### src/rtl/fifo_block_pack_if.sv
// Handshake bundle for fifo_block_pack: word writes in, packed blocks out.
// Error flags exist only when FIFO_BLOCK_PACK_ERR_EN is defined.
interface fifo_block_pack_if #(
   parameter int DATA_IN_WH  = 32,
   parameter int BLOCK_WORDS = 4,
   parameter int DEPTH       = 4
);
   localparam int CNT_W = $clog2(DEPTH) + 1;
   localparam int WC_W  = $clog2(BLOCK_WORDS);

   logic                              clear;
   logic                              write_fifo;
   logic [DATA_IN_WH-1:0]             data_in;
   logic                              read_fifo;
   logic [DATA_IN_WH*BLOCK_WORDS-1:0] data_out;
   logic                              empty_fifo;
   logic                              full_fifo;
   logic                              almost_full;
   logic [CNT_W-1:0]                  counter_fifo;
   logic [WC_W-1:0]                   word_cnt;
`ifdef FIFO_BLOCK_PACK_ERR_EN
   logic                              overflow_err;
   logic                              underflow_err;

   modport master (
      output clear, write_fifo, data_in, read_fifo,
      input  data_out, empty_fifo, full_fifo, almost_full, counter_fifo, word_cnt,
             overflow_err, underflow_err
   );
   modport slave (
      input  clear, write_fifo, data_in, read_fifo,
      output data_out, empty_fifo, full_fifo, almost_full, counter_fifo, word_cnt,
             overflow_err, underflow_err
   );
`else
   modport master (
      output clear, write_fifo, data_in, read_fifo,
      input  data_out, empty_fifo, full_fifo, almost_full, counter_fifo, word_cnt
   );
   modport slave (
      input  clear, write_fifo, data_in, read_fifo,
      output data_out, empty_fifo, full_fifo, almost_full, counter_fifo, word_cnt
   );
`endif
endinterface

### src/rtl/fifo_block_pack.sv
// Packs BLOCK_WORDS input words MSB-first into blocks and queues DEPTH blocks, show-ahead.
// Define FIFO_BLOCK_PACK_ERR_EN to add sticky overflow_err / underflow_err flags.
module fifo_block_pack #(
   parameter int DATA_IN_WH     = 32,
   parameter int BLOCK_WORDS    = 4,
   parameter int DEPTH          = 4,
   parameter int ALMOST_FULL_TH = DEPTH - 1
) (
   input logic              clk,
   input logic              reset,
   fifo_block_pack_if.slave bus
);
   localparam int PTR_W = $clog2(DEPTH);
   localparam int CNT_W = PTR_W + 1;
   localparam int WC_W  = $clog2(BLOCK_WORDS);
   localparam int BLK_W = DATA_IN_WH * BLOCK_WORDS;
   localparam logic [WC_W-1:0] LAST_WC = WC_W'(BLOCK_WORDS - 1);

   logic [BLK_W-1:0] mem_q [DEPTH];
   logic [BLK_W-1:0] part_q, part_d;
   logic [PTR_W-1:0] wr_ptr_q, wr_ptr_d;
   logic [PTR_W-1:0] rd_ptr_q, rd_ptr_d;
   logic [CNT_W-1:0] count_q, count_d;
   logic [WC_W-1:0]  wc_q, wc_d;
   logic             wr_acc, commit, pop, mem_we;
   logic             empty, full;

   assign empty = (count_q == '0);
   assign full  = (count_q == CNT_W'(DEPTH));

   always_comb begin
      // NOTE: every always_comb output gets a default first, so no path can infer a latch.
      part_d   = part_q;
      wr_ptr_d = wr_ptr_q;
      rd_ptr_d = rd_ptr_q;
      count_d  = count_q;
      wc_d     = wc_q;
      wr_acc   = bus.write_fifo && !full;
      commit   = wr_acc && (wc_q == LAST_WC);
      pop      = bus.read_fifo && !empty;
      mem_we   = 1'b0;

      if (bus.clear) begin
         part_d   = '0;
         wr_ptr_d = '0;
         rd_ptr_d = '0;
         count_d  = '0;
         wc_d     = '0;
      end else begin
         if (wr_acc) begin
            // Shifting left lands word 0 in the top slot once the block is complete.
            part_d = {part_q[BLK_W-DATA_IN_WH-1:0], bus.data_in};
            wc_d   = commit ? '0 : wc_q + WC_W'(1);
         end
         if (commit) begin
            mem_we   = 1'b1;
            wr_ptr_d = wr_ptr_q + PTR_W'(1);
         end
         if (pop) rd_ptr_d = rd_ptr_q + PTR_W'(1);
         case ({commit, pop})
            2'b10:   count_d = count_q + CNT_W'(1);
            2'b01:   count_d = count_q - CNT_W'(1);
            default: count_d = count_q;
         endcase
      end
   end

   // NOTE: state flops use non-blocking assignments so every flop samples pre-edge values.
   always_ff @(posedge clk or posedge reset) begin
      if (reset) begin
         part_q   <= '0;
         wr_ptr_q <= '0;
         rd_ptr_q <= '0;
         count_q  <= '0;
         wc_q     <= '0;
      end else begin
         part_q   <= part_d;
         wr_ptr_q <= wr_ptr_d;
         rd_ptr_q <= rd_ptr_d;
         count_q  <= count_d;
         wc_q     <= wc_d;
      end
   end

   // NOTE: storage is deliberately not reset; data_out masks it whenever the queue is empty.
   always_ff @(posedge clk) begin
      if (mem_we) mem_q[wr_ptr_q] <= part_d;
   end

   assign bus.data_out     = empty ? '0 : mem_q[rd_ptr_q];
   assign bus.empty_fifo   = empty;
   assign bus.full_fifo    = full;
   assign bus.almost_full  = (count_q >= CNT_W'(ALMOST_FULL_TH));
   assign bus.counter_fifo = count_q;
   assign bus.word_cnt     = wc_q;

`ifdef FIFO_BLOCK_PACK_ERR_EN
   logic ovf_q, ovf_d, und_q, und_d;

   always_comb begin
      ovf_d = ovf_q | (bus.write_fifo & full);
      und_d = und_q | (bus.read_fifo & empty);
      if (bus.clear) begin
         ovf_d = 1'b0;
         und_d = 1'b0;
      end
   end

   always_ff @(posedge clk or posedge reset) begin
      if (reset) begin
         ovf_q <= 1'b0;
         und_q <= 1'b0;
      end else begin
         ovf_q <= ovf_d;
         und_q <= und_d;
      end
   end

   assign bus.overflow_err  = ovf_q;
   assign bus.underflow_err = und_q;
`endif
endmodule

### src/flat_wrapper.sv
// flat-port wrapper written by rule: the top's interface ports become plain ports
module fifo_block_pack_flat 
#(
   parameter int DATA_IN_WH     = 32,
   parameter int BLOCK_WORDS    = 4,
   parameter int DEPTH          = 4,
   parameter int ALMOST_FULL_TH = DEPTH - 1
)
  (clk, reset, bus_clear, bus_write_fifo, bus_data_in, bus_read_fifo, bus_data_out, bus_empty_fifo, bus_full_fifo, bus_almost_full, bus_counter_fifo, bus_word_cnt);
  fifo_block_pack_if #(.DATA_IN_WH(DATA_IN_WH), .BLOCK_WORDS(BLOCK_WORDS), .DEPTH(DEPTH)) bus_i ();
  input logic clk;
  input logic reset;
  input wire logic [$bits(bus_i.clear)-1:0] bus_clear;
  input wire logic [$bits(bus_i.write_fifo)-1:0] bus_write_fifo;
  input wire logic [$bits(bus_i.data_in)-1:0] bus_data_in;
  input wire logic [$bits(bus_i.read_fifo)-1:0] bus_read_fifo;
  output wire logic [$bits(bus_i.data_out)-1:0] bus_data_out;
  output wire logic [$bits(bus_i.empty_fifo)-1:0] bus_empty_fifo;
  output wire logic [$bits(bus_i.full_fifo)-1:0] bus_full_fifo;
  output wire logic [$bits(bus_i.almost_full)-1:0] bus_almost_full;
  output wire logic [$bits(bus_i.counter_fifo)-1:0] bus_counter_fifo;
  output wire logic [$bits(bus_i.word_cnt)-1:0] bus_word_cnt;
  assign bus_i.clear = bus_clear;
  assign bus_i.write_fifo = bus_write_fifo;
  assign bus_i.data_in = bus_data_in;
  assign bus_i.read_fifo = bus_read_fifo;
  assign bus_data_out = bus_i.data_out;
  assign bus_empty_fifo = bus_i.empty_fifo;
  assign bus_full_fifo = bus_i.full_fifo;
  assign bus_almost_full = bus_i.almost_full;
  assign bus_counter_fifo = bus_i.counter_fifo;
  assign bus_word_cnt = bus_i.word_cnt;
  fifo_block_pack #(.DATA_IN_WH(DATA_IN_WH), .BLOCK_WORDS(BLOCK_WORDS), .DEPTH(DEPTH), .ALMOST_FULL_TH(ALMOST_FULL_TH)) u_core (.clk(clk), .reset(reset), .bus(bus_i));
endmodule
### config.mk
export PLATFORM = sky130hd
export DESIGN_NAME = fifo_block_pack_flat
export DESIGN_NICKNAME = d
export VERILOG_FILES = /design/src/rtl/fifo_block_pack_if.sv /design/src/rtl/fifo_block_pack.sv /design/src/flat_wrapper.sv
export SDC_FILE = /design/constraint.sdc
export NUM_CORES = 1
export LEC_CHECK = 0
export BUFFER_PORTS_ARGS = -buffer_cell sky130_fd_sc_hd__buf_4
export CAP_MARGIN = 20
export CORE_ASPECT_RATIO = 0.9
export CORE_MARGIN = 5
export CORE_UTILIZATION = 37
export DETAILED_ROUTE_END_ITERATION = 16
export PLACE_DENSITY = 0.61
export SLEW_MARGIN = 20
export SYNTH_ARGS = -nofsm -noshare
export SYNTH_HDL_FRONTEND = slang
export SYNTH_SLANG_ARGS = --single-unit
### constraint.sdc
create_clock -name clk -period 24 [get_ports clk]
set_input_delay 1.2 -clock clk [delete_from_list [all_inputs] [get_ports clk]]
set_output_delay 1.2 -clock clk [all_outputs]
set_load 0.01 [all_outputs]
# ---- Yosys cells after proc, flatten, opt, wreduce, memory -nomap -nowiden
# Memories as Yosys holds them, arrays and structs flattened.
# Cells that the tools add are included.
dict set report totals {
  mem_bits_rw 512
  ff_bits 137
  out_inout_bits 136
  memories 1
  in_bits 37
  word_cells 42
}
# memory words word_bits read_ports rd_clocked_by_memory_dff wr line
set memory_table {}
lappend memory_table {u_core.mem_q 4 128 1 0 1 fifo_block_pack.sv:19} ;# logic [BLK_W-1:0] mem_q [DEPTH];
dict set report classes {
  order_cmp 1
  eq_ne 4
  n_reduce_logical 10
  n_addsub 5
  muxes 16
}
# op count
set op_table {}
lappend op_table {{2-to-1 mux 128 bit} 3}
lappend op_table {{2-to-1 mux 2 bit} 7}
lappend op_table {{adder 2 x 1 -> 2 bit (second input constant)} 3}
lappend op_table {{one-hot mux 3 bit (2 select lines)} 1}
lappend op_table {{nonzero test 2 bit} 3}
lappend op_table {{equality test 2 bit (second input constant)} 2}
lappend op_table {{2-to-1 mux 1 bit} 4}
lappend op_table {{adder 3 x 1 -> 3 bit (second input constant)} 1}
lappend op_table {{equality test 3 bit (second input constant)} 1}
lappend op_table {{greater-or-equal comparator 3 x 2 -> 1 bit (second input constant)} 1}
lappend op_table {{logical AND 1 bit} 3}
lappend op_table {{zero test 3 bit} 1}
lappend op_table {{2-to-1 mux 3 bit} 1}
lappend op_table {{nonzero test 3 bit} 1}
lappend op_table {{subtractor 3 x 1 -> 3 bit (second input constant)} 1}
lappend op_table {{equality test 2 x 1 -> 1 bit (second input constant)} 1}
lappend op_table {{zero test 1 bit} 2}

# ---- Depth between registers and ports, before layout
# Gate-level depths: netlist (run 1).
dict set report depth {
  ltp_word 8
  mapped_depth 9
  ltp_nobuf 7
}

# ---- Worst setup path after synthesis (run 1)
# OpenSTA, ideal clock, no wires.
dict set report synth_path {
  path_kind {input to register}
  from {input port bus_clear}
  to {memory u_core.mem_q[2][0] in the netlist's numbering (enable)}
  path_stages 3
  path_slack_ns 12.292
  n_path_buf 2
  arrival_time_ns 10.909
  path_cell_list {clkbuf_1 > clkbuf_1 > nor3b_1}
}
dict set report synth_via {
  elab_chain_len 3
}
# element line
set synth_rtl {}
lappend synth_rtl {{from (decl)} flat_wrapper.sv:13} ;# input wire logic [$bits(bus_i.clear)-1:0] bus_clear;
lappend synth_rtl {{2-to-1 mux 1 bit} fifo_block_pack.sv:43} ;# if (bus.clear) begin
lappend synth_rtl {{2-to-1 mux 1 bit} fifo_block_pack.sv:87} ;# if (mem_we) mem_q[wr_ptr_q] <= part_d;
lappend synth_rtl {{2-to-1 mux 1 bit (not written as such)} fifo_block_pack.sv:87}
lappend synth_rtl {{to (decl)} fifo_block_pack.sv:19}
# Every way passes these cells.

# ---- Final worst setup path (run 1)
dict set report layout_path {
  from {register u_core.rd_ptr_q[0]}
  to {output port bus_data_out[39]}
}
dict set report layout_via {
  elab_chain_len 2
}
# element line
set layout_rtl {}
lappend layout_rtl {{from (decl)} fifo_block_pack.sv:22} ;# logic [PTR_W-1:0] rd_ptr_q, rd_ptr_d;
lappend layout_rtl {{from (signal assigned)} fifo_block_pack.sv:79} ;# rd_ptr_q <= rd_ptr_d;
lappend layout_rtl {{memory read (4 x 128 bit)} n/a}
lappend layout_rtl {{2-to-1 mux 128 bit} fifo_block_pack.sv:90} ;# assign bus.data_out = empty ? '0 : mem_q[rd_ptr_q];
lappend layout_rtl {{to (decl)} flat_wrapper.sv:17} ;# output wire logic [$bits(bus_i.data_out)-1:0] bus_data_out;
# Every way passes these cells.

==> impl_metrics.py, run 1 <==
metrics = {
    "worst_setup_path": {
        "rr_worst_depth": 5,
        "reg2reg_slack_ns": 20.57,
        "critPathRequiredTime_ns": 22.80,
        "rr_startpoint": "u_core.bus.counter_fifo[0]",
        "crit_type": "register to primary output",
        "rr_endpoint": "u_core.mem_q[1][106]",
        "worstPathArrival_ns": 4.43,
        "end_kind": "primary output",
        "cp_max_fo": 45,
        "critPathLaunchType": "register",
    },
    "placement": {
        "hpwl_mm": 38.7,
        "portBuffers": 172,
        "placedCellCount": 2428,
        "place_ws_ns": 18.72,
        "globalplace.congestion": 0.746,
    },
    "synthesis": {
        "netlist_instances": 1470,
        "ys_warn_count": 0,
        "synth_ff_type": "edfxtp_1",
        "ys_ff_latch": 649,
        "avgSynthCellArea_um2": 17.3,
        "synth_area_leaders": "edfxtp_1 (60%), dfrtp_1 (13%), mux4_2 (11%), nor2b_1 (3.2%), a21oi_1 (2.6%)",
        "synth_nets": 1513,
        "synthArstFlopShare": 0.211,
        "seq_area_frac_synth": 0.739,
        "yosysTopAreaCellShare": 0.604,
        "synth-edff-count": 512,
        "ys_types": 42,
        "yosys.area.top_type": "edfxtp_1",
        "synth_area_um2": 25500,
    },
    "global_routing": {
        "gr-usage-all-layers": 0.172,
        "grt_overflow": 0,
        "grt_pass1_wl_mm": 96.7,
        "grt_antenna_before_repair": 9,
        "grt_pass1_vias": 14458,
        "grt_max_degree": 91,
    },
    "clocking": {
        "cts_tree": "yes",
        "hold_buffers": 0,
        "htreeDepth": 3,
        "cts.sinks": 649,
        "clk_latency_ns": 0.61,
        "cts.clk_slew.worst_paths_ns": 0.06,
        "clock_path_buffers": 3,
        "post_cts_resized": 0,
        "numCtsBuffers": 69,
        "cts_setup_buffers": 0,
        "clockRootBuffer": "clkbuf_16",
    },
    "power_and_ir_drop": {
        "p_per_area_nw_per_um2": 77.6,
        "power.leakage_nw": 9.50,
        "peakVddDrop_mv": 0.0525,
        "power_w": 0.00230,
    },
    "sta": {
        "slew_headroom": 0.299,
        "fin_skew_ns": 0.0351,
        "rsz0062_at_grt": "no",
        "final.setup.tns_ns": 0,
        "fmax_ghz": 0.178,
        "hold_viol_final": 0,
        "post-route-period-util": 0.235,
        "worst_slew_pin_slew_ns": 1.05,
        "fin_ws_ns": 18.37,
        "report.final.slew_viol_count": 0,
        "fin_crit_ns": 5.63,
        "report.final.setup_viol": 0,
    },
    "floorplanning": {
        "core_area_um2": 68300,
        "io_pins": 173,
        "rows": 91,
        "die_w_um": 286,
        "start_util": 0.373,
        "die_y_um": 259,
        "die_area_um2": 74200,
    },
    "routing": {
        "drc": 0,
        "drt-met1-wl_mm": 29.3,
        "vias": 13765,
        "vias_per_cell": 5.38,
        "antenna_left": 0,
        "drt-pass1-iter-count": 5,
        "routed-wl-met3_mm": 4.52,
        "routed_wl_mm": 64.4,
        "detail_route.iter0.violations": 1015,
        "wl_met2_mm": 28.6,
        "highest_layer": "met5",
        "avgRoutedWirePerCell_um": 25.2,
    },
    "hold_path": {
        "whs_path_depth": 2,
        "min_from": "u_core.bus.word_cnt[1]",
        "holdPathEnd": "u_core.bus.word_cnt[1]",
        "hp-class": "register to register",
    },
    "layout": {
        "drive_gt1_frac": 0.262,
        "area_delta_synth_final_pct": 16.6,
        "fin_nets": 1659,
        "stdcell_count": 2558,
    },
    "job": {
        "maxCapViolations": 0,
    },
    "status": {
        "status": "completed",
    },
}
[cells in the mapped netlist, drive strengths merged (2+ instances only)]
library cell	n
clkbuf	51
dfrtp	137
mux4	128
nor2	4
nand2b	3
nor3b	4
buf	70
a211o	2
nor2b	129
o311ai	2
inv	5
mux2i	3
a21oi	132
edfxtp	512
nor3	2
nand3	130
o21ai	134
ha	5
[layout make-up]
class / count / area (um2)
diodes: 3 / 7.51
well taps: 883 / 1100
clock inverters: 39 / 330
multi-input cells: 694 / 6050
repair buffers: 196 / 1480
inverters: 6 / 32.5
fillers: 6052 / 38600
clock buffers: 88 / 1880
flip-flops and latches: 649 / 18800
[cells in the final DEF, fill, tap and decap left out, drive strengths merged, types with 3 or more instances in the layout]
cell / netlist / final
clkbuf: 51 / 88
nand2b: 3 / 3
nand3: 130 / 130
nor3b: 4 / 4
diode: 0 / 3
mux2i: 3 / 3
bufinv: 0 / 4
buf: 70 / 196
clkinv: 1 / 29
nor2: 4 / 4
dfrtp: 137 / 137
a21oi: 132 / 132
ha: 5 / 5
o21ai: 134 / 134
clkinvlp: 0 / 3
nor2b: 129 / 129
mux4: 128 / 128
edfxtp: 512 / 512
inv: 5 / 9
[power breakdown]
part | leakage, nW | total (W) | switching (W) | internal [W]
Sequential | 6.05 | 0.00122 | 0.00000461 | 0.00121
Combinational | 2.37 | 0.0000542 | 0.0000386 | 0.0000156
Clock | 1.08 | 0.00103 | 0.000430 | 0.000601
Total | 9.50 | 0.00230 | 0.000473 | 0.00183
[sequential cells by signal, summed over array words and instances (netlist names)]
name                     count
u_core.part_q              128
u_core.mem_q               512
u_core.bus.counter_fifo      3
u_core.rd_ptr_q              2
u_core.wr_ptr_q              2
u_core.bus.word_cnt          2
[how the worst max path moves through the flow]
stage / slack [ns] / to / startpoint / cells past startpoint
after floorplan: 12.29 / u_core.mem_q[2][0] / bus_clear / 3
after global placement: 18.78 / bus_data_out[99] / u_core.rd_ptr_q[0] / 5
after detailed placement: 18.72 / bus_data_out[101] / u_core.rd_ptr_q[0] / 5
after CTS: 18.07 / bus_data_out[101] / u_core.rd_ptr_q[0] / 5
after global routing: 17.84 / bus_data_out[39] / u_core.rd_ptr_q[0] / 5
final: 18.37 / bus_data_out[39] / u_core.rd_ptr_q[0] / 5
[layer usage]
layer / global-route usage / vias up
met5: 0 / -
met4: 0.0596 / 8
met3: 0.0457 / 103
met2: 0.251 / 385
met1: 0.251 / 7247
li1: - / 6022
[critical path, stage by stage (launching register included)]
cell     delay, ns
dfrtp_4       1.02
buf_4         0.86
buf_4         0.80
mux4_2        0.59
nor2b_1       0.16
buf_4         0.20
[kinds of logic after synthesis]
| group | after synthesis | synth area share |
|---|---|---|
| AO/OA/AOI/OAI | 275 | 0.0553 |
| XOR/XNOR | 1 | 0.000344 |
| adder cells (fa/ha/maj) | 6 | 0.00324 |
| buffers and inverters | 127 | 0.0249 |
| flip-flops | 649 | 0.739 |
| multiplexers | 132 | 0.115 |
| AND/OR/NAND/NOR | 280 | 0.0627 |
[metrics by stage]
step           utilization  instance area [um2]  hold WS, ns
6_report             0.435                29700        0.583
5_1_grt              0.435                29700        0.634
4_1_cts              0.435                29700        0.588
3_5_place_dp         0.402                27500        0.578
3_3_place_gp         0.402                27500        0.562
2_1_floorplan            -                25500        0.553
(Power assumes the default switching activity.)
==> run 2, diff against run 1 <==
PLACE_DENSITY = 0.63   (was 0.61)
clock period = 4.8 ns   (was 24 ns; I/O delays follow)
==> run 2 against run 1 <==
Compared with the run above: die area unchanged; via count up 1.1%; routed wire length down 3.6%; combinational power rose to 5.2 times the previous value; critical endpoint is now bus_data_out[17]; largest cell class unchanged; highest routed layer unchanged.
==> impl_metrics.py, run 2 (synthesis results as in run 1) <==
metrics = {
    "status": {
        "status": "completed",
    },
    "placement": {
        "hpwl_mm": 34.9,
        "globalplace.congestion": 0.705,
        "placedCellCount": 2433,
        "portBuffers": 172,
    },
    "sta": {
        "worst_slew_pin_slew_ns": 1.15,
        "report.final.slew_viol_count": 0,
        "hold_viol_final": 0,
        "fmax_ghz": 0.306,
        "report.final.setup_viol": 0,
        "whs_ns": 0.0348,
        "slew_headroom": 0.232,
        "rsz0062_at_grt": "no",
        "final.setup.tns_ns": 0,
        "post-route-period-util": 0.680,
        "fin_crit_ns": 3.27,
        "fin_skew_ns": 0.0242,
    },
    "clocking": {
        "cts.sinks": 649,
        "clockRootBuffer": "clkbuf_16",
        "cts_tree": "yes",
        "cts_setup_buffers": 0,
        "htreeDepth": 3,
        "clock_path_buffers": 3,
        "numCtsBuffers": 67,
        "cts.clk_slew.worst_paths_ns": 0.06,
        "clk_latency_ns": 0.60,
    },
    "power_and_ir_drop": {
        "internal-power_w": 0.00929,
        "combPwrFrac": 0.024,
        "power_frac_seq": 0.525,
        "p_per_area_nw_per_um2": 386,
        "power.leakage_nw": 9.67,
        "power.switching_w": 0.00231,
        "clockPowerShare": 0.450,
        "swShare": 0.199,
        "power_w": 0.0116,
        "peakVddDrop_mv": 0.233,
    },
    "layout": {
        "final_cell_mix": "edfxtp_1 (512), buf_4 (193), dfrtp_1 (135)",
        "area_delta_synth_final_pct": 18.1,
        "max_flop_register": "u_core.mem_q",
        "n_antenna_cell": 0,
        "stdcell_count": 2577,
        "fin_nets": 1682,
        "final_common_cell": "edfxtp_1",
        "largest_reg_flops": 512,
        "drive_gt1_frac": 0.261,
    },
    "routing": {
        "drt-pass1-iter-count": 5,
        "vias_per_cell": 5.40,
        "vias": 13918,
        "drc": 0,
        "antenna_left": 0,
        "detail_route.iter0.violations": 1227,
        "avgRoutedWirePerCell_um": 24.1,
        "routed_wl_mm": 62.0,
    },
    "floorplanning": {
        "die_y_um": 259,
        "die_w_um": 286,
        "start_util": 0.373,
        "rows": 91,
        "die_area_um2": 74200,
        "core_area_um2": 68300,
        "io_pins": 173,
    },
    "worst_setup_path": {
        "worstPathArrival_ns": 3.03,
        "reg2reg_slack_ns": 1.58,
        "rr_startpoint": "u_core.bus.counter_fifo[0]",
        "end_kind": "primary output",
        "critPathLaunch": "u_core.rd_ptr_q[0]",
        "cp_max_fo": 31,
        "critPathRequiredTime_ns": 4.56,
        "crit_type": "register to primary output",
        "critPathLaunchType": "register",
    },
    "global_routing": {
        "grt_max_degree": 133,
        "grt_pass1_wl_mm": 94.1,
        "grt_pass1_vias": 14533,
        "grtUsageMet1": 0.245,
        "gr-usage-met3": 0.0302,
        "grt_use_met2": 0.258,
        "grt_overflow": 0,
        "grt_antenna_before_repair": 3,
        "gr-usage-all-layers": 0.166,
        "busiest_layer": "met2",
    },
    "job": {
        "maxCapViolations": 0,
    },
    "hold_path": {
        "hp-class": "primary input to register",
        "min_from": "bus_data_in[25]",
    },
}
run 2: cell count changes in the layout (fill, tap and decap cells not counted), moves of 3 or more:
cell           before  now
buf_12              0    6
nor3b_4             0    4
dlygate4sd3_1       0   20
nor3b_2             4    0
clkinv_1           14    9
bufinv_16           4    7
clkbuf_1           13   17
diode_2             3    0
run 2: final timing paths:
| kind | endpoint | cells past startpoint |
|---|---|---|
| worst max-delay path | bus_data_out[17] | 4 |
| worst min-delay path | u_core.part_q[25] | 3 |
| worst max register to register | u_core.mem_q[3][78] | 5 |
| worst min register to register | u_core.bus.word_cnt[0] | 2 |
| max in group asynchronous | u_core.rd_ptr_q[1] | 4 |
| min in group asynchronous | u_core.part_q[11] | 3 |
run 2: worst max-delay path: stages (launching register included):
cell     delay, ns
dfrtp_4       0.86
buf_4         0.56
mux4_2        0.64
nor2b_1       0.16
buf_4         0.18
run 2: area by class of cell:
| type | instances | area [um2] |
|---|---|---|
| tap | 883 | 1100 |
| fill | 5980 | 38300 |
| multi-input combinational | 694 | 6090 |
| inverter | 6 | 32.5 |
| sequential | 649 | 18800 |
| clock buffer | 92 | 1870 |
| clock inverter | 32 | 363 |
| timing repair buffer | 221 | 1790 |
run 2: stage by stage:
step / setup WS (ns) / utilization / area (um2)
2_1_floorplan: 0.0229 / - / 25500
3_3_place_gp: 1.62 / 0.404 / 27600
3_5_place_dp: 1.54 / 0.404 / 27600
4_1_cts: 1.39 / 0.440 / 30100
5_1_grt: 1.27 / 0.440 / 30100
6_report: 1.53 / 0.440 / 30100
run 2: what timing repair did:
item | CTS | global route
resized for setup | 0 | 0
hold endpoints to repair | 87 | 0
hold buffers | 20 | 0
run 2: power by group through the flow:
stage	Sequential, W	Combinational, W	Clock, W
2_1_floorplan	0.00620	0.000158	0
3_3_place_gp	0.00621	0.000270	0
3_5_place_dp	0.00621	0.000276	0
4_1_cts	0.00610	0.000289	0.00533
5_1_grt	0.00610	0.000311	0.00556
6_report	0.00610	0.000284	0.00522
run 2: layer usage:
metal | part of all wire | vias to the layer above | routed length (um)
met5 | 0.00021 | - | 13
met3 | 0.064 | 68 | 3970
met2 | 0.47 | 444 | 29400
met1 | 0.44 | 7352 | 27600
met4 | 0.017 | 2 | 1060
li1 | - | 6052 | -
==> run 3, diff against run 2 <==
clock period = 2.75 ns   (was 4.8 ns; I/O delays follow)
==> run 3 against run 2 <==
Compared with the run above: sequential share of layout area decreased by 1.4 points; global-route usage increased by 0.33 points; hold slack got worse by 0.0089 ns; critical path type unchanged; highest routed layer unchanged.
==> impl_metrics.py, run 3 (synthesis results as in run 1) <==
metrics = {
    "sta": {
        "post-route-period-util": 0.940,
        "report.final.setup_viol": 0,
        "fin_skew_ns": 0.0207,
        "worst_slew_pin_slew_ns": 0.838,
        "rsz0062_at_grt": "no",
        "final.setup.tns_ns": 0,
        "fin_crit_ns": 2.59,
        "hold_viol_final": 0,
        "fin_ws_ns": 0.165,
        "report.final.slew_viol_count": 0,
        "slew_headroom": 0.442,
        "fmax_ghz": 0.387,
    },
    "worst_setup_path": {
        "critPathRequiredTime_ns": 2.61,
        "crit_family": "buffers and inverters",
        "end_kind": "primary output",
        "crit_type": "register to primary output",
        "worstPathCellList": "nor3_4 -> buf_12 -> nor2b_1 -> buf_4",
        "critPathLaunchType": "register",
        "critPathBufInv": 2,
        "worstPathArrival_ns": 2.45,
        "slowest_delay_ns": 0.53,
        "reg2reg_slack_ns": 0.25,
        "cp_max_fo": 131,
        "crit_slowest_cell": "dfrtp_1",
    },
    "placement": {
        "hpwl_mm": 38.8,
        "portBuffers": 172,
        "place_area_um2": 28000,
        "place_ws_ns": 0.206,
        "globalplace.congestion": 0.764,
    },
    "clocking": {
        "cts.clk_slew.worst_paths_ns": 0.06,
        "clk_latency_ns": 0.59,
        "numCtsBuffers": 67,
        "clockRootBuffer": "clkbuf_16",
        "post_cts_resized": 0,
        "htreeDepth": 3,
        "cts_tree": "yes",
        "clock_path_buffers": 3,
        "cts.sinks": 649,
    },
    "routing": {
        "antenna_left": 0,
        "vias_per_cell": 5.39,
        "avgRoutedWirePerCell_um": 24.2,
        "vias": 14071,
        "drc": 0,
        "routed_wl_mm": 63.2,
        "detail_route.iter0.violations": 1317,
        "drt-pass1-iter-count": 7,
    },
    "global_routing": {
        "grt_pass1_vias": 14541,
        "gr-usage-all-layers": 0.169,
        "grt_pass1_wl_mm": 95.7,
        "grt_overflow": 0,
        "grt_antenna_before_repair": 2,
        "grt_max_degree": 132,
    },
    "layout": {
        "fin_nets": 1716,
        "largest_reg_flops": 512,
        "max_flop_register": "u_core.mem_q",
        "regArea_um2": 18800,
        "final_common_cell": "edfxtp_1",
        "drive_gt1_frac": 0.272,
        "area_delta_synth_final_pct": 20.9,
        "final_cell_mix": "edfxtp_1 (512), buf_4 (195), dfrtp_1 (135)",
        "multi_input_area_um2": 6090,
        "nFillCells": 5903,
        "n_antenna_cell": 0,
        "final_area_um2": 30800,
    },
    "floorplanning": {
        "io_pins": 173,
        "start_util": 0.373,
        "die_area_um2": 74200,
        "core_area_um2": 68300,
        "die_w_um": 286,
        "rows": 91,
        "die_y_um": 259,
    },
    "power_and_ir_drop": {
        "p_per_area_nw_per_um2": 674,
        "power.leakage_nw": 9.99,
        "peakVddDrop_mv": 0.454,
        "power_w": 0.0208,
    },
    "status": {
        "status": "completed",
    },
    "job": {
        "maxCapViolations": 0,
    },
    "hold_path": {
        "hp-class": "primary input to register",
    },
}
==> run 3: cell types whose count changed in the layout (fill, tap and decap cells not counted), moves of 2 or more <==
cell and change:
buf_6 -2, buf_4 +2, bufinv_16 +2, dlygate4sd3_1 +10, clkinv_1 -5, inv_6 -5
clkbuf_8 +5, buf_12 +23, clkbuf_16 +4
==> run 3: repair_timing <==
action | CTS | global route
pin swaps | 0 | 0
endpoints found under the setup margin | 111 | 14
setup buffers | 1 | 4
gates cloned | 0 | 0
endpoints found under the hold margin | 148 | 0
hold buffers | 30 | 0
==> run 3: cell type report <==
type | instances | share of cell area
flip-flops and latches | 649 | 0.611
clock inverters | 22 | 0.0107
multi-input cells | 694 | 0.198
repair buffers | 255 | 0.0771
clock buffers | 100 | 0.0662
inverters | 6 | 0.00102
well taps | 883 | 0.0359
==> run 3: worst register-to-register path: cells and delay by family (launching register included) <==
family | cells | cell delay, ns
buffers and inverters | 2 | 0.56
DFF | 1 | 0.53
and+or+nand+nor | 1 | 0.53
AOI/OAI and AO/OA | 2 | 0.61
==> run 3: worst paths after layout <==
kind | from | to | cells past startpoint
setup / recovery | u_core.bus.counter_fifo[1] | bus_data_out[32] | 4
hold / removal | bus_data_in[0] | u_core.part_q[0] | 3
setup reg to reg | u_core.bus.counter_fifo[1] | u_core.mem_q[1][65] | 5
hold reg to reg | u_core.bus.word_cnt[1] | u_core.bus.word_cnt[1] | 2
max in group asynchronous | reset | u_core.part_q[15] | 5
min in group asynchronous | reset | u_core.part_q[90] | 3
==> run 3: report_power, final <==
group	switching, W	internal, W	total, W
Sequential	0.0000401	0.0106	0.0106
Combinational	0.000353	0.000185	0.000538
Clock	0.00361	0.00597	0.00958
Total	0.00401	0.0167	0.0208
==> run 3: stage by stage <==
step | util | hold WS [ns] | cells
floorplan | - | 0.351 | 1470
global placement | 0.410 | 0.133 | 2452
detailed placement | 0.410 | 0.136 | 2452
CTS | 0.450 | 0.00523 | 2605
global route | 0.450 | 0.0316 | 2609
finish | 0.450 | 0.0259 | 2609
==> run 3: routing by layer <==
layer	track usage	routed length [um]
met5	0	20
met4	0.0327	934
met3	0.0375	4430
met2	0.265	29900
met1	0.248	27900
